--- src/rtl/register_file_pkg.sv ---
// Shared widths and types for the integer register file and program counter.
package register_file_pkg;

    localparam int XLEN        = 32;
    localparam int REG_COUNT   = 32;
    localparam int REG_INDEX_W = 5;

    typedef logic [REG_INDEX_W-1:0] reg_index_t;
    typedef logic [XLEN-1:0]        xlen_t;

endpackage

--- src/rtl/register_file.sv ---
// Two-read/one-write integer register file (x0 hardwired to zero) plus the PC register.
// Reads are combinational, with optional same-cycle forwarding of the write-back value.
module register_file
    import register_file_pkg::*;
#(
    parameter xlen_t RESET_PC = 32'h0000_0000,
    parameter bit    BYPASS   = 1'b1
) (
    input  logic       clk,
    input  logic       rst,
    input  reg_index_t rs1_read_index,
    input  reg_index_t rs2_read_index,
    output xlen_t      rs1_read_data,
    output xlen_t      rs2_read_data,
    input  reg_index_t rd_write_index,
    input  xlen_t      rd_write_data,
    input  logic       rd_write_enable,
    input  xlen_t      pc_write_data,
    input  logic       pc_write_enable,
    output xlen_t      pc_read_data
);

    // x0 has no storage, so the array starts at index 1.
    xlen_t regs [1:REG_COUNT-1];
    xlen_t pc_q;
    logic  write_hit;

    assign write_hit = rd_write_enable && (rd_write_index != '0);

    always_ff @(posedge clk or posedge rst) begin
        if (rst) begin
            for (int i = 1; i < REG_COUNT; i++) begin
                regs[i] <= '0;
            end
        end else if (write_hit) begin
            regs[rd_write_index] <= rd_write_data;
        end
    end

    always_ff @(posedge clk or posedge rst) begin
        if (rst) begin
            pc_q <= RESET_PC;
        end else if (pc_write_enable) begin
            pc_q <= pc_write_data;
        end
    end

    // Reset forces zero on both ports and also blocks forwarding of a pending write.
    always_comb begin
        rs1_read_data = '0;
        if (!rst && (rs1_read_index != '0)) begin
            if (BYPASS && write_hit && (rs1_read_index == rd_write_index)) begin
                rs1_read_data = rd_write_data;
            end else begin
                rs1_read_data = regs[rs1_read_index];
            end
        end
    end

    always_comb begin
        rs2_read_data = '0;
        if (!rst && (rs2_read_index != '0)) begin
            if (BYPASS && write_hit && (rs2_read_index == rd_write_index)) begin
                rs2_read_data = rd_write_data;
            end else begin
                rs2_read_data = regs[rs2_read_index];
            end
        end
    end

    assign pc_read_data = pc_q;

endmodule

--- config.mk ---
export PLATFORM = sky130hd
export DESIGN_NAME = register_file
export DESIGN_NICKNAME = d
export VERILOG_FILES = /design/src/rtl/register_file_pkg.sv /design/src/rtl/register_file.sv
export SDC_FILE = /design/constraint.sdc
export NUM_CORES = 2
export LEC_CHECK = 0
export ABC_AREA = 1
export BUFFER_PORTS_ARGS = -buffer_cell sky130_fd_sc_hd__buf_4
export CORE_MARGIN = 2
export CORE_UTILIZATION = 43
export DETAILED_ROUTE_END_ITERATION = 10
export HOLD_SLACK_MARGIN = 0.03
export PLACE_DENSITY = 0.61
export SYNTH_ARGS = -nofsm -noshare
export SYNTH_HDL_FRONTEND = slang
export SYNTH_SLANG_ARGS = --single-unit
--- constraint.sdc ---
create_clock -name clk -period 32.8 [get_ports clk]
set_input_delay 3.28 -clock clk [delete_from_list [all_inputs] [get_ports clk]]
set_output_delay 3.28 -clock clk [all_outputs]
set_load 0.01 [all_outputs]
# == Yosys cells after proc, flatten, opt, wreduce, memory -nomap -nowiden ==
# Index checks and enable logic that the tools add are counted.
# totals
register_bits,1024
in_bits,83
out_inout_bits,96
word_cells,64
# classes
n_lt_le_gt_ge,4
eq_ne,2
muxes,13
n_bitwise,3
reduce_logical,10
# op_table
op,n
bitwise mux 992 bit,1
binary-select mux 32 bit (select 5 bit),2
2-to-1 mux 32 bit,9
demux 32 bit (select 5 bit),1
greater-or-equal comparator 6 bit (second input constant),3
inverter 5 -> 6 bit,3
nonzero test 5 bit,3
== test 5 bit,2
logical AND 1 bit,6
less-than comparator 6 x 1 -> 1 bit (second input constant),1
logical NOT 1 bit,1

# == Depth between registers and ports, before layout ==
# depth
ltp_word,6
mapped_depth,13

# == Least setup slack after synthesis ==
# OpenSTA, ideal clock, no wires.
# synth_timing
path_kind,in2out
startpoint,input port rst
endpoint,output port rs2_read_data[11]
t_arrival_ps,27258
path_slack_ps,2262
path_stages,6
path_cell_list,inv_1 o21ai_0 inv_1 buf_1 nand2_1 a21oi_1
# synth_via
elab_chain_cells,3
# synth_rtl
item,line,rtl
"start, declared",register_file.sv:10,"input logic rst,"
logical NOT 1 bit,register_file.sv:62,if (!rst && (rs2_read_index != '0)) begin
logical AND 1 bit,register_file.sv:62,
2-to-1 mux 32 bit,register_file.sv:62,
"end, declared",register_file.sv:14,"output xlen_t rs2_read_data,"
# Every way passes these cells.

# == Worst setup path in the final report ==
# layout_timing
startpoint,input port rs2_read_index[0]
endpoint,output port rs2_read_data[8]
# layout_via
elab_chain_cells,6
# layout_rtl
item,line,rtl
"start, declared",register_file.sv:12,"input reg_index_t rs2_read_index,"
inverter 5 -> 6 bit (implied by the code),register_file.sv:66,rs2_read_data = regs[rs2_read_index];
binary-select mux 32 bit (select 5 bit),register_file.sv:66,
2-to-1 mux 32 bit (implied by the code) (2 in series),register_file.sv:66,
2-to-1 mux 32 bit,register_file.sv:63,if (BYPASS && write_hit && (rs2_read_index == rd_write_index)) begin
2-to-1 mux 32 bit *,register_file.sv:62,
# Every way passes the cells marked *; elsewhere a longest branch is shown, timed or not. The select of a mux whose other input is x is not followed.

==> out/qor.yml <==
cells_and_area:
  syn_to_final_growth_pct: 10.6
  nets: 8677
  fill_cells: 13900
  drive_gt1_share_pct: 6.97
  fin_area_um2: 65500
  final_common_cell: "nand2_1"
  final_cell_mix: "nand2_1 (3152), nand3_1 (1715), dfrtp_1 (1024), inv_1 (891), o21ai_0 (806)"
power_and_ir_drop:
  irDropWorstVdd_mv: 0.0442
  pwr-share-comb_pct: 21.7
  switchingPower_mw: 1.28
  p_leak_nw: 32.9
  clkPwrFrac_pct: 36.4
  p_sw_share_pct: 32.6
  seqPwrFrac_pct: 41.8
  internal-power_mw: 2.65
  power_density_nw_per_um2: 59.9
route:
  via_per_inst: 5.84
  wirelength_um: 249000
  drtPass1Iterations: 6
  routedWlPerCell_um: 23.7
  ant_nets: 0
  dr_total_vias: 61200
  drc: 0
  drt_iter0_drc: 9269
run_status:
  status: "finished, final reports clean"
floorplanning:
  dieWidth_um: 375
  core_um2: 137000
  dieHeight_um: 375
  ios: 179
  initial_core_util_pct: 43.2
  rows: 136
  die-area_um2: 141000
yosys:
  syn_avg_cell_area_um2: 6.67
  synth_top_area_share_pct: 43.3
  synth-main-ff-cell: "dfrtp_1"
  synthArstFlopShare_pct: 100
  ys_seq_elements: 1024
  synthCells: 8881
  synth.distinct_cells: 21
  yosys.area.top_type: "dfrtp_1"
  seq_area_frac_synth_pct: 43.3
  ys_warn_count: 0
  syn_area_um2: 59200
  synth_edf_count: 0
  synth_area_leaders: "dfrtp_1 (43%), nand2_1 (20%), nand3_1 (14%), o21ai_0 (6.8%), inv_1 (5.7%)"
  syn-num-nets: 8964
timing:
  finalHoldViolations: 0
  whs_ps: 482
  final.min_clock_period_ps: 11780
  rsz0062_at_grt: "false"
  setup_ws_ps: 21020
  report.final.setup_viol: 0
  max_freq_mhz: 84.9
  drv_slew: 0
  setup_tns_ps: 0
  max_slew_margin_pct: 14.6
  skew_ps: 0
  worst_pin_slew_ps: 1280
  final.period_utilization_pct: 35.9
grt:
  grt-ovfl-total: 0
  antenna_found_initial: 11
  grt_pass1_wl_um: 372000
  grt_pass1_vias: 57400
  grt_max_degree: 163
  grtUsageTotal_pct: 34.8
critical_path:
  critPathKind: "primary input to output port"
  critPathArrivalTime_ps: 8500
  cpPeakStageDelay_ps: 890
  cp_max_fo: 121
  cpMostUsedCell: "buf_4"
  crit_family: "buffers and inverters"
  crit_chain: "buf_8 -> inv_8 -> buf_4 -> nand2_1 -> nand4_1 -> nor3_4 -> buf_4 -> nand2_2 -> buf_12 -> a21oi_1 -> buf_4"
  path_buf_inv: 6
  slowest_stage: "a21oi_1"
  end_kind: "output port"
  worstPathRequired_ps: 29520
  crit_path_start_kind: "primary input"
placement:
  dp_hpwl_um: 131000
  place.port_buffers: 178
  postPlaceCellArea_um2: 61300
  dp_slack_ps: 20960
  gp_congestion: 0.870
clock_network:
  ctsLongestPathBuffers: 3
  htreeDepth: 3
  cts_tree: "built"
  hold_buffers: 0
  post_cts_buffers: 0
  cts-root-buf: "clkbuf_16"
  clock_sinks: 1024
  cts_resized: 0
  cts_buffers: 119
  clk_pin_slew_ps: 60
  clk_latency_ps: 740
min_path:
  hold_class: "flip-flop to flip-flop"
job:
  cap_violations: 0
-- cells in the mapped netlist (6+ instances only) --
master	n
a21oi_1	151
buf_1	86
buf_2	109
clkbuf_1	499
clkinv_1	31
dfrtp_1	1024
inv_1	898
inv_2	11
mux2_2	32
nand2_1	3180
nand3_1	1715
nor2_1	93
nor3_1	20
nor3_2	6
o21ai_0	806
o21ai_1	183
or2_2	27
-- power by group through the flow --
| stage | combinational [mW] | clock, mW | sequential, mW |
|---|---|---|---|
| after CTS | 0.839 | 1.44 | 1.64 |
| after global placement | 0.817 | 0 | 1.65 |
| after floorplan | 0.606 | 0 | 1.63 |
| after global routing | 0.969 | 1.49 | 1.67 |
| final | 0.852 | 1.43 | 1.64 |
| after detailed placement | 0.835 | 0 | 1.66 |
-- state kept, by name (all words and copies together) (netlist names) --
signal	flops
regs	992
pc_read_data	32
-- worst paths after layout --
kind                              startpoint  cells after the start          endpoint  slack (ps)
max                        rs2_read_index[0]                     11  rs2_read_data[8]       21020
min                                regs[556]                      2         regs[556]         480
max reg2reg                        regs[723]                      2         regs[723]       32020
min reg2reg                        regs[556]                      2         regs[556]         480
max in group asynchronous                rst                      6         regs[430]       26350
min in group asynchronous                rst                      2         regs[775]        2630
-- logic make-up after synthesis --
group | after synthesis | synth area share (%)
compound gates | 1140 | 9.63
xor+xnor | 3 | 0.0444
buf+inv | 1634 | 10.6
flops | 1024 | 43.3
mux | 32 | 0.608
simple gates | 5048 | 35.9
-- final cells by class --
class                      instances  area (um2)  area share (%)
antenna                            7        17.5          0.0267
clock buffer                     174        3560            5.43
clock inverter                    43         607           0.926
inverter                         940        3580            5.46
multi-input combinational       6223       27600            42.2
sequential                      1024       25600            39.1
tap                             1794        2240            3.43
timing repair buffer             286        2260            3.45
-- through the flow --
stage | util [%] | instances | power [mW]
after floorplan | - | 8881 | 2.24
after detailed placement | 44.7 | 10300 | 2.49
after global routing | 47.8 | 10500 | 4.13
final | 47.8 | 10500 | 3.92
after CTS | 47.7 | 10500 | 3.92
after global placement | 44.7 | 10300 | 2.47
-- worst min-delay path, stage by stage, from the launching register on --
cell     delay [ps]
dfrtp_1         340
nand2_1          50
o21ai_0          50
-- metal layers --
| layer | track usage (%) | wire length, um | vias to the layer above |
|---|---|---|---|
| li1 | - | - | 27600 |
| met1 | 47.5 | 99600 | 29000 |
| met2 | 53.2 | 107000 | 3876 |
| met3 | 7.86 | 30400 | 738 |
| met4 | 14.8 | 11600 | 6 |
| met5 | 0 | 42 | - |
Note: power is estimated with default switching activity, not from simulation.
